File: src/rtl/bcd_countdown_timer_pkg.sv
// Shared egg-timer constants: FSM state encoding, BCD digit limits and
// the default alarm duration used by every egg-timer block.
package bcd_countdown_timer_pkg;

  typedef enum logic [1:0] {
    ST_SET   = 2'd0,
    ST_RUN   = 2'd1,
    ST_PAUSE = 2'd2,
    ST_ALARM = 2'd3
  } state_e;

  localparam logic [3:0] BCD_MAX_ONES        = 4'd9;
  localparam logic [3:0] BCD_MAX_TENS        = 4'd5;
  localparam int         DEFAULT_ALARM_TICKS = 30;

endpackage

File: src/rtl/bcd_digit_counter.sv
// Single BCD digit with programmable modulus (0..max_i), increment or
// decrement enable, synchronous clear, and combinational carry/borrow out.
module bcd_digit_counter (
  input  logic       clk,
  input  logic       reset,
  input  logic       clr_i,
  input  logic       inc_i,
  input  logic       dec_i,
  input  logic [3:0] max_i,
  output logic [3:0] value_o,
  output logic       carry_o,
  output logic       borrow_o
);

  logic [3:0] value_q, value_d;

  always_comb begin
    value_d = value_q;
    if (clr_i) begin
      value_d = 4'd0;
    end else if (inc_i) begin
      value_d = (value_q >= max_i) ? 4'd0 : value_q + 4'd1;
    end else if (dec_i) begin
      value_d = (value_q == 4'd0) ? max_i : value_q - 4'd1;
    end
  end

  // Carry/borrow ripple to the next digit within the same cycle.
  assign carry_o  = !clr_i && inc_i && (value_q >= max_i);
  assign borrow_o = !clr_i && !inc_i && dec_i && (value_q == 4'd0);
  assign value_o  = value_q;

  always_ff @(posedge clk) begin
    if (reset) begin
      value_q <= 4'd0;
    end else begin
      value_q <= value_d;
    end
  end

endmodule

File: src/rtl/bcd_countdown_timer.sv
// MM:SS egg timer: SET / RUN / PAUSE / ALARM controller driving a chain of
// four BCD digit counters, with an alarm that self-clears after ALARM_TICKS.
module bcd_countdown_timer
  import bcd_countdown_timer_pkg::*;
#(
  parameter int ALARM_TICKS = DEFAULT_ALARM_TICKS
) (
  input  logic       clk,
  input  logic       reset,
  input  logic       tick,
  input  logic       start_stop,
  input  logic       clear,
  input  logic       inc_min,
  input  logic       inc_sec,
  output logic [3:0] digit0,
  output logic [3:0] digit1,
  output logic [3:0] digit2,
  output logic [3:0] digit3,
  output logic       running,
  output logic       alarm
);

  localparam int                CNT_W     = $clog2(ALARM_TICKS + 1);
  localparam logic [CNT_W-1:0]  ACNT_LAST = CNT_W'(ALARM_TICKS - 1);

  state_e           state_q, state_d;
  logic [CNT_W-1:0] acnt_q, acnt_d;
  logic             running_q, alarm_q;

  logic clr_time, inc_s, inc_m, dec_t;
  logic time_zero, time_one;

  logic c0, c1, c2, c3;
  logic b0, b1, b2, b3;
  logic unused_chain;

  assign time_zero = (digit0 == 4'd0) && (digit1 == 4'd0) &&
                     (digit2 == 4'd0) && (digit3 == 4'd0);
  assign time_one  = (digit0 == 4'd1) && (digit1 == 4'd0) &&
                     (digit2 == 4'd0) && (digit3 == 4'd0);

  always_comb begin
    state_d  = state_q;
    acnt_d   = '0;
    clr_time = 1'b0;
    inc_s    = 1'b0;
    inc_m    = 1'b0;
    dec_t    = 1'b0;
    if (clear) begin
      state_d  = ST_SET;
      clr_time = 1'b1;
    end else begin
      unique case (state_q)
        ST_SET: begin
          if (start_stop) begin
            if (!time_zero) state_d = ST_RUN;
          end else begin
            inc_s = inc_sec;
            inc_m = inc_min;
          end
        end
        ST_RUN: begin
          dec_t = tick;
          // A tick landing on 00:01 wins over a simultaneous pause request.
          if (tick && time_one)  state_d = ST_ALARM;
          else if (start_stop)   state_d = ST_PAUSE;
        end
        ST_PAUSE: begin
          if (start_stop) state_d = ST_RUN;
        end
        ST_ALARM: begin
          if (start_stop) begin
            state_d = ST_SET;
          end else if (tick) begin
            if (acnt_q == ACNT_LAST) state_d = ST_SET;
            else                     acnt_d  = acnt_q + 1'b1;
          end else begin
            acnt_d = acnt_q;
          end
        end
        default: state_d = ST_SET;
      endcase
    end
  end

  always_ff @(posedge clk) begin
    if (reset) begin
      state_q   <= ST_SET;
      acnt_q    <= '0;
      running_q <= 1'b0;
      alarm_q   <= 1'b0;
    end else begin
      state_q   <= state_d;
      acnt_q    <= acnt_d;
      running_q <= (state_d == ST_RUN);
      alarm_q   <= (state_d == ST_ALARM);
    end
  end

  assign running = running_q;
  assign alarm   = alarm_q;

  // Seconds tens never carries into minutes; minutes tens wraps 9 -> 0.
  bcd_digit_counter u_sec_ones (
    .clk(clk), .reset(reset), .clr_i(clr_time), .inc_i(inc_s), .dec_i(dec_t),
    .max_i(BCD_MAX_ONES), .value_o(digit0), .carry_o(c0), .borrow_o(b0)
  );

  bcd_digit_counter u_sec_tens (
    .clk(clk), .reset(reset), .clr_i(clr_time), .inc_i(c0), .dec_i(b0),
    .max_i(BCD_MAX_TENS), .value_o(digit1), .carry_o(c1), .borrow_o(b1)
  );

  bcd_digit_counter u_min_ones (
    .clk(clk), .reset(reset), .clr_i(clr_time), .inc_i(inc_m), .dec_i(b1),
    .max_i(BCD_MAX_ONES), .value_o(digit2), .carry_o(c2), .borrow_o(b2)
  );

  bcd_digit_counter u_min_tens (
    .clk(clk), .reset(reset), .clr_i(clr_time), .inc_i(c2), .dec_i(b2),
    .max_i(BCD_MAX_ONES), .value_o(digit3), .carry_o(c3), .borrow_o(b3)
  );

  assign unused_chain = c1 | c3 | b3;

endmodule

File: config.mk
export PLATFORM = sky130hd
export DESIGN_NAME = bcd_countdown_timer
export DESIGN_NICKNAME = d
export VERILOG_FILES = /design/src/rtl/bcd_countdown_timer_pkg.sv /design/src/rtl/bcd_digit_counter.sv /design/src/rtl/bcd_countdown_timer.sv
export SDC_FILE = /design/constraint.sdc
export NUM_CORES = 1
export LEC_CHECK = 0
export BUFFER_PORTS_ARGS = -buffer_cell sky130_fd_sc_hd__buf_2
export CAP_MARGIN = 10
export CORE_ASPECT_RATIO = 0.75
export CORE_MARGIN = 1
export CORE_UTILIZATION = 55
export DETAILED_ROUTE_END_ITERATION = 6
export PLACE_DENSITY = 0.77
export SETUP_SLACK_MARGIN = 0.1
export SYNTH_ARGS = -nofsm -noshare
export SYNTH_HDL_FRONTEND = slang
export SYNTH_SLANG_ARGS = --single-unit
File: constraint.sdc
create_clock -name clk -period 2.25 [get_ports clk]
set_clock_uncertainty 0.05 [all_clocks]
set_input_delay 0.225 -clock clk [delete_from_list [all_inputs] [get_ports clk]]
set_output_delay 0.225 -clock clk [all_outputs]
set_load 0.005 [all_outputs]
==> metrics.txt <==
RR Endpoint u_min_tens.value_o[3]$_SDFFE_PP0P_; element type at the critical path end flip-flop; Synth Net Count 248; initial antenna violation count 0; flop-to-flop setup slack 0.15 ns; Post-synth EDFFs 0; Max clock buf depth 2; largest net degree at the start of global routing 16; post-layout min period 2.10 ns; Synth top area share around 27%; io pins 25; share of cells above drive strength 1 20.2%; relative slew slack 65.2%; DRC violation count after routing 0; Post-Place Cell Area 0.00205 sq mm; fill cell count between 200 and 300; Hold Crit Class in2reg; register area 500 sq um; total gr overflow 0; ant diodes 0; prevailing post-synth register cell dfxtp_1; CP startpoint kind flip-flop; asr flop ratio synth 0%; post-synthesis sequential area ratio 26.8%; status finished, final reports clean; Max IR drop VDD 0.209 mV; 1st-pass router iterations 4; max capacitance violation total 0; Final HPWL DP around 3.3 mm; commonest non-fill, non-tap cells in the layout dfxtp_1 (25), buf_2 (24), nor2_1 (17); design area ~0.0021 sq mm; critical path startpoint u_sec_ones.value_o[0]$_SDFFE_PP0P_; GRT Util Overall 27.2%; per-cell routed wire length roughly 16 microns; vias in the first global route 1667; die footprint 0.00363 sq mm; YS warnings 0; Post-Syn Area per Cell 8.22 sq um; via count 1852; Yosys cell types 56; number of nets in the layout 275; standard-cell rows 17; Util after Layout 69.3%; Final Hold Vio Count 0; CTS Sinks 25; CTS tree done; Starting DRT DRC Count roughly 140; PortBufs 24; Vias/cell 6.36; final setup vio count 0; commonest non-fill, non-tap cell in the layout dfxtp_1; antenna-violating nets left 0; worst reg-to-reg path cell count 7; Area Growth Syn to Fin 14.6%; Tcrit/Tclk final 93.2%; Starting Density 60.5%; Yosys top cell by area dfxtp_1; Worst Path Max Fanout 7; Post-CTS Setup Repair Bufs 0; die width 69.3 microns; unrepaired setup endpoints after global routing true; top cells by area, synth dfxtp_1 (27%), ha_1 (9.4%), a21oi_1 (3.5%), nor2_1 (3.4%), o21ai_0 (3.2%); fin. max-slew vios 0; FF-to-FF Start u_sec_ones.value_o[0]$_SDFFE_PP0P_; Post-Syn Area 0.00187 sq mm; H-tree depth 1; Routed WL 4.67 mm; clk slew on worst S/H paths around 0.09 ns; Worst EP arrival 2.24 ns; Skew-Pair Late Insertion Delay 0.27 ns; first-pass GRT wire length approximately 7.9 mm; setup TNS 0 ns; Data required, critical path 2.39 ns; crit path capture u_min_tens.value_o[3]$_SDFFE_PP0P_; pwr dens 388 mW/mm^2; hold_buf cts 0; Clock Tree Root clkbuf_8; fmax around 0.48 GHz; Crit Path Class reg2reg; Placer Congestion 0.899; Worst-Margin Slew ~0.52 ns; footprint of the multi-input gates between 0.001 and 0.0015 sq mm; core area ~0.0031 sq mm; Leak 0.889 nW; synthesized instance count roughly 230; Die H 52.4 microns; synthesized flop and latch total 25; CTS buffer count 3
-- power by group --
group          internal [mW]  total [mW]  switching (mW)  leakage (nW)
logic                 0.0452       0.104          0.0587         0.665
clock network          0.127       0.272           0.146        0.0228
registers              0.447       0.454         0.00771         0.202
total                  0.619       0.831           0.212         0.889
-- cell type report --
cell class	instances	share of cell area [%]
clock buffers	4	2.11
inverters	13	2.28
multi-input cells	178	61.2
flip-flops and latches	25	23.4
well taps	38	2.22
repair buffers	33	8.78
-- how the worst min path moves through the flow --
stage	from	end	cells past startpoint
after floorplan	reset	state_q[1]$_SDFF_PP0_	1
final	reset	state_q[1]$_SDFF_PP0_	2
after global placement	reset	state_q[1]$_SDFF_PP0_	2
after detailed placement	reset	state_q[1]$_SDFF_PP0_	2
after CTS	reset	state_q[1]$_SDFF_PP0_	2
after global routing	reset	state_q[1]$_SDFF_PP0_	2
-- synth_stat cells, drive strengths merged, types with 2 or more instances --
master / number
dfxtp: 25
a41o: 2
clkbuf: 8
xor2: 4
o21ai: 12
a2111oi: 3
o21bai: 3
buf: 3
o2111ai: 2
a21o: 3
nand4: 5
or4b: 2
nor3: 4
a21oi: 13
xnor2: 3
a211oi: 4
and3: 4
or4: 2
nand3: 12
or3: 4
nor2b: 2
a311oi: 6
nor2: 17
inv: 13
nand3b: 3
nand2: 14
and4: 2
ha: 14
a31oi: 2
nor4bb: 2
nand2b: 5
o221ai: 2
nor3b: 7
or3b: 2
or2: 2
-- worst max-delay path: stages (launching register included) --
cell and delay (ns):
dfxtp_1 0.36, inv_1 0.19, ha_4 0.20, nor3b_4 0.29, buf_4 0.20, nand4_1 0.16, a311o_1 0.31, a311oi_1 0.24
-- state kept, by name, indices dropped and copies added, names as in the netlist --
register and count:
acnt_q 5, alarm 1, running 1, state_q 2, u_min_ones.value_o 4, u_min_tens.value_o 4
u_sec_ones.value_o 4, u_sec_tens.value_o 4
-- metrics by stage --
| stage | setup WS [ns] | hold WS, ns | power (mW) | instances |
|---|---|---|---|---|
| finish | 0.153 | 0.0960 | 0.831 | 291 |
| floorplan | 0.277 | 0.247 | 0.525 | 227 |
| detailed placement | 0.105 | 0.392 | 0.561 | 287 |
| CTS | 0.136 | 0.102 | 0.826 | 291 |
| global placement | 0.156 | 0.384 | 0.559 | 287 |
| global route | 0.0859 | 0.108 | 0.858 | 291 |
-- cell families after synthesis --
family	count (synthesis)	share of synthesized area [%]
and+or+nand+nor	93	30.4
AOI/OAI and AO/OA	63	24.2
DFF	25	26.8
buffers and inverters	24	5.37
adders and majority gates	14	9.39
xor gates and xnor gates	7	3.29
muxes	1	0.537
-- layer usage --
metal  up-vias  share of wire, %  track usage (%)
met5         -                 0                0
met3         8               5.2             4.42
met1       884                51             39.8
met4         0               1.3             7.14
met2        60                42             41.3
li1        900                 -                -
-- repair_timing --
| action | CTS | global route |
|---|---|---|
| setup endpoints to repair | 2 | 6 |
| pin swaps | 0 | 0 |
| gates resized for setup | 2 | 6 |
| endpoints found under the hold margin | 0 | 0 |
Power figures use the tool's default switching activity.
